### config.mk
export PLATFORM = sky130hd
export DESIGN_NAME = vl_strip_ctrl
export DESIGN_NICKNAME = d
export VERILOG_FILES = /design/src/rtl/vl_strip_ctrl.sv
export SDC_FILE = /design/constraint.sdc
export NUM_CORES = 1
export LEC_CHECK = 0
export ABC_AREA = 1
export BUFFER_PORTS_ARGS = -buffer_cell sky130_fd_sc_hd__buf_2
export CORE_ASPECT_RATIO = 1.1
export CORE_MARGIN = 2
export CORE_UTILIZATION = 41
export CTS_CLUSTER_DIAMETER = 40
export DETAILED_ROUTE_END_ITERATION = 7
export GPL_ROUTABILITY_DRIVEN = 0
export PLACE_DENSITY = 0.68
export SYNTH_ARGS = -nofsm -noshare
export SYNTH_HDL_FRONTEND = slang
export SYNTH_SLANG_ARGS = --single-unit
### constraint.sdc
create_clock -name clk -period 4 [get_ports clk]
set_input_delay 0.2 -clock clk [delete_from_list [all_inputs] [get_ports clk]]
set_output_delay 0.2 -clock clk [all_outputs]
set_load 0.01 [all_outputs]
### src/rtl/vl_strip_ctrl.sv
// Strip-mining sequencer: turns one (SEW, LMUL, AVL) request into a series of
// vl-sized strips. Optional strip counters are built when VL_STRIP_CNT_EN is defined.
module vl_strip_ctrl #(
    parameter int VLEN  = 128,
    parameter int AVL_W = 9
) (
    input  logic             clk,
    input  logic             rst,
    input  logic             cfg_valid,
    output logic             cfg_ready,
    input  logic [2:0]       cfg_sew,
    input  logic [2:0]       cfg_lmul,
    input  logic [AVL_W-1:0] cfg_avl,
    output logic             strip_valid,
    input  logic             strip_ready,
    output logic [AVL_W-1:0] strip_vl,
    output logic             strip_last,
    output logic [AVL_W-1:0] vlmax,
`ifdef VL_STRIP_CNT_EN
    output logic [7:0]       strip_idx,
    output logic [7:0]       strip_total,
`endif
    output logic             busy,
    output logic             done,
    output logic             cfg_err
);

    typedef enum logic [2:0] {S_IDLE, S_CALC, S_ISSUE, S_DONE, S_ERR} state_t;

    localparam logic [31:0] VL_SAT = (32'd1 << AVL_W) - 32'd1;

    state_t           state_q;
    logic [2:0]       sew_q, lmul_q;
    logic [AVL_W-1:0] rem_q, vlmax_q, strip_vl_q;
    logic             cfg_ready_q, strip_valid_q, strip_last_q, busy_q, done_q, cfg_err_q;

    logic [31:0]      base_w, prod_w;
    logic [AVL_W-1:0] vlmax_d, first_vl_d, rem_d, next_vl_d;

    // VLMAX is formed wide and saturated so large LMUL never wraps the bus
    always_comb begin
        base_w     = 32'(VLEN) >> ({29'd0, sew_q} + 32'd3);
        prod_w     = base_w << lmul_q;
        vlmax_d    = (prod_w > VL_SAT) ? VL_SAT[AVL_W-1:0] : prod_w[AVL_W-1:0];
        first_vl_d = (rem_q < vlmax_d) ? rem_q : vlmax_d;
        rem_d      = rem_q - strip_vl_q;
        next_vl_d  = (rem_d < vlmax_q) ? rem_d : vlmax_q;
    end

`ifdef VL_STRIP_CNT_EN
    logic [7:0]  idx_q, total_q;
    logic [31:0] div_w, tot_w;
    always_comb begin
        div_w = (vlmax_d == '0) ? 32'd1 : 32'(vlmax_d);
        tot_w = (32'(rem_q) + div_w - 32'd1) / div_w;
    end
    assign strip_idx   = idx_q;
    assign strip_total = total_q;
`endif

    always_ff @(posedge clk or posedge rst) begin
        if (rst) begin
            state_q       <= S_IDLE;
            sew_q         <= '0;
            lmul_q        <= '0;
            rem_q         <= '0;
            vlmax_q       <= '0;
            strip_vl_q    <= '0;
            cfg_ready_q   <= 1'b1;
            strip_valid_q <= 1'b0;
            strip_last_q  <= 1'b0;
            busy_q        <= 1'b0;
            done_q        <= 1'b0;
            cfg_err_q     <= 1'b0;
`ifdef VL_STRIP_CNT_EN
            idx_q         <= '0;
            total_q       <= '0;
`endif
        end else begin
            done_q    <= 1'b0;
            cfg_err_q <= 1'b0;
            case (state_q)
                S_IDLE: begin
                    if (cfg_valid) begin
                        sew_q       <= cfg_sew;
                        lmul_q      <= cfg_lmul;
                        rem_q       <= cfg_avl;
                        cfg_ready_q <= 1'b0;
                        busy_q      <= 1'b1;
                        if (cfg_sew > 3'd4 || cfg_lmul > 3'd4) begin
                            state_q   <= S_ERR;
                            cfg_err_q <= 1'b1;
                            vlmax_q   <= '0;
                        end else begin
                            state_q <= S_CALC;
                        end
                    end
                end
                S_CALC: begin
`ifdef VL_STRIP_CNT_EN
                    idx_q   <= '0;
                    total_q <= (tot_w > 32'd255) ? 8'd255 : tot_w[7:0];
`endif
                    if (base_w == '0) begin
                        state_q   <= S_ERR;
                        cfg_err_q <= 1'b1;
                        vlmax_q   <= '0;
                    end else if (rem_q == '0) begin
                        state_q <= S_DONE;
                        vlmax_q <= vlmax_d;
                        done_q  <= 1'b1;
                    end else begin
                        state_q       <= S_ISSUE;
                        vlmax_q       <= vlmax_d;
                        strip_valid_q <= 1'b1;
                        strip_vl_q    <= first_vl_d;
                        strip_last_q  <= (rem_q <= vlmax_d);
                    end
                end
                S_ISSUE: begin
                    if (strip_ready) begin
                        rem_q <= rem_d;
`ifdef VL_STRIP_CNT_EN
                        idx_q <= idx_q + 8'd1;
`endif
                        if (strip_last_q) begin
                            state_q       <= S_DONE;
                            done_q        <= 1'b1;
                            strip_valid_q <= 1'b0;
                            strip_vl_q    <= '0;
                            strip_last_q  <= 1'b0;
                        end else begin
                            strip_vl_q   <= next_vl_d;
                            strip_last_q <= (rem_d <= vlmax_q);
                        end
                    end
                end
                S_DONE, S_ERR: begin
                    state_q     <= S_IDLE;
                    cfg_ready_q <= 1'b1;
                    busy_q      <= 1'b0;
                end
                default: state_q <= S_IDLE;
            endcase
        end
    end

    assign cfg_ready   = cfg_ready_q;
    assign strip_valid = strip_valid_q;
    assign strip_vl    = strip_vl_q;
    assign strip_last  = strip_last_q;
    assign vlmax       = vlmax_q;
    assign busy        = busy_q;
    assign done        = done_q;
    assign cfg_err     = cfg_err_q;

endmodule

==> impl_metrics.csv <==
group,metric,value,unit
run_status,status,"finished clean",
timing,hold_viol,0,
run,max_cap_violations,0,
yosys,ys_ff_latch,42,
yosys,ys_types,41,
die,die_w,88.06,um
global_routing,grt_pass1_wl,14.50,mm
detailed_routing,postRouteAntennaNets,0,
clocking,cts.root.buffer_cell,"clkbuf_8",
clocking,cts_tree,"done",
place,port_buffers,42,
place,hpwl,6.569,mm
yosys,synth_area_leaders,"dfrtp_1 32%, nand2_1 11%, ha_1 9.8%",
timing,finalCriticalPeriod,3.429,ns
timing,relSlewSlack,57.43,%
clocking,clock_latency,0.30,ns
clocking,htreeDepth,2,
timing,min_period_over_period,85.72,%
yosys,synth_edf_count,0,
critical_path,path_common_cell,"nand2_1",
layout,synthToLayoutAreaGrowth,12.29,%
die,coreArea,0.007515,mm2
die,dieHeight,96.47,um
layout,finalNetCount,521,
detailed_routing,vias,3084,
yosys,yosysSeqAreaShare,33.02,%
die,initial_core_util,42.41,%
timing,clock.fmax,0.2917,GHz
timing,setup_viol,0,
critical_path,cp.required,4.20,ns
timing,skew,0.006797,ns
yosys,yosys.area.top_type,"dfrtp_1",
detailed_routing,drcViolationCount,0,
layout,fill_cells,777,
layout,multi_input_area,0.001808,mm2
critical_path,cp_max_fo,13,
clocking,clock-sinks,42,
die,fp.dieArea,0.008495,mm2
detailed_routing,totalWireLength,8.587,mm
detailed_routing,wl_per_cell,14.75,um
global_routing,grt_max_degree,43,
layout,final_layout_size_suffix_gt1_share,16.56,%
detailed_routing,viasPerCell,5.299,
global_routing,gr-usage-all-layers,22.12,%
clocking,holdBufCountCts,0,
yosys,avgSynthCellArea,7.309,um2
yosys,netlist_area,0.003187,mm2
yosys,yosys_most_used_dff,"dfrtp_1",
timing,worst_pin_slew,0.6371,ns
clocking,cts.path.max_buffers,2,
yosys,async_flop_share,100.0,%
yosys,synthCells,436,
critical_path,critPathLaunchType,"register",
yosys,synth_nets,481,
timing,fin_setup_tns,0,ns
layout,register_area,0.001052,mm2
critical_path,crit_chain,"inv_1, ha_1, inv_1, fa_1, nand3_1, nand3_1, nand2_1, nand2_1, nand2_1, a21oi_1, o21ai_0, nand2_1, xor2_1, ha_1, a21oi_1, nand2_2, inv_2, nand2_1, o211ai_1, o21ai_0, inv_1, nand2_1",
layout,antenna_cells,0,
critical_path,crit_arrival,3.62,ns
critical_path,worstSetupPathType,"reg -> reg",
detailed_routing,drtIter0Drc,243,
yosys,netlist.area_leader.share,32.19,%
die,io_pins,43,
clocking,path_clk_slew,0.08,ns
global_routing,grt_pass1_vias,2939,
timing,rsz0062_at_grt,"no",
clocking,numCtsBuffers,5,
critical_path,cp-end-kind,"register",
die,rows,33,
global_routing,gr-total-overflow,0,
clocking,post_cts_buffers,0,
critical_path,slowest_stage,"fa_1",
critical_path,max_stage_delay,0.41,ns
detailed_routing,drtPass1Iterations,4,
yosys,yosys_warnings,0,
global_routing,antenna_found_initial,0,
min_path,hold_class,"in -> async",
timing,slew_viol_final,0,
## cells in the mapped netlist (2+ instances only)
library cell   n
buf_6          2
o21a_1         4
buf_2          2
nand2_2        6
o22ai_1       15
nand4_1       13
a32oi_1        2
ha_1          25
a31oi_1        7
clkbuf_1       7
a21oi_1       24
inv_2          4
dfrtp_1       41
nand2_1       91
nand3_2        4
nor2_4         2
nor2_1        35
o21ai_0       25
nand3_1       24
xor2_1         6
o21ai_1        6
o211ai_1       2
nor2_2         2
nor3_1         4
inv_1         67
## path summary, 6_finish.rpt
path	from	end	slack (ns)	depth (start not counted)
worst max-delay path	rem_q[0]$_DFFE_PP0P_	strip_vl[0]$_DFFE_PP0P_	0.57	22
worst min-delay path	rst	done$_DFF_PP0_	0.02	3
worst max register to register	rem_q[0]$_DFFE_PP0P_	strip_vl[0]$_DFFE_PP0P_	0.57	22
worst min register to register	cfg_ready$_DFFE_PP1P_	cfg_ready$_DFFE_PP1P_	0.47	2
max in group asynchronous	rst	cfg_ready$_DFFE_PP1P_	3.60	3
min in group clk	cfg_avl[1]	rem_q[1]$_DFFE_PP0P_	0.14	3
## state kept, by name, indices dropped and copies added (netlist names)
name / count
sew_q: 3
lmul_q: 3
strip_valid: 1
strip_vl: 9
busy: 1
cfg_err: 1
strip_last: 1
vlmax: 9
done: 1
cfg_ready: 1
rem_q: 9
state_q: 3
## cell type report
type,count,share of cell area (%)
clock buffers,7,2.413
clock inverters,1,0.1399
inverters,72,7.552
multi-input cells,311,50.52
flip-flops and latches,42,29.41
well taps,105,3.671
repair buffers,44,6.294
## layer usage
| metal | share of wire (%) | vias up | wire [um] | global-route usage [%] |
|---|---|---|---|---|
| li1 | - | 1537 | - | - |
| met4 | 1.8 | 0 | 153 | 5.934 |
| met2 | 48 | 90 | 4147 | 36.55 |
| met5 | 0 | - | 0 | 0 |
| met1 | 45 | 1444 | 3835 | 30.41 |
| met3 | 5.3 | 13 | 451 | 3.229 |
## worst max-delay path, delay by kind of cell, from the launching register on
kind,cells,cell delay (ns)
adders and majority gates,3,0.88
and+or+nand+nor,9,0.80
AOI/OAI and AO/OA,5,0.55
buffers and inverters,4,0.44
DFF,1,0.38
xor gates and xnor gates,1,0.26
## cell families after synthesis
| family | Yosys count | share of synthesized area [%] |
|---|---|---|
| buffers and inverters | 83 | 10.33 |
| xor gates and xnor gates | 6 | 1.649 |
| adders and majority gates | 26 | 10.44 |
| and+or+nand+nor | 187 | 27.48 |
| AOI/OAI and AO/OA | 92 | 17.08 |
| DFF | 42 | 33.02 |
## through the flow
stage	cells	util [%]	instance area, um2	hold slack, ns	setup WS [ns]
after floorplan	436	-	3187	0.3562	0.9718
after global placement	574	46.37	3485	0.3626	0.6252
after detailed placement	574	46.37	3485	0.3679	0.4436
after CTS	582	47.59	3576	0.04142	0.4074
after global routing	582	47.62	3578	0.08336	0.1472
final	582	47.62	3578	0.01929	0.5713
## placed cells by master, fill, tap and decap left out, types with 7 or more instances in the layout
cell and n:
nand2_2 7, inv_1 65, nor2_1 35, a21oi_1 24, ha_1 25, nand3_1 24, nand2_1 90, buf_2 42
o22ai_1 15, dfrtp_1 41, o21ai_0 25, a31oi_1 7, nand4_1 13
## timing repair
action	in CTS	in global routing
gates resized for setup	0	2
hold endpoints to repair	0	0
endpoints found under the setup margin	0	4
Power is not shown: default switching activity piles up to over one toggle a cycle in this logic, so the estimate is an artifact.
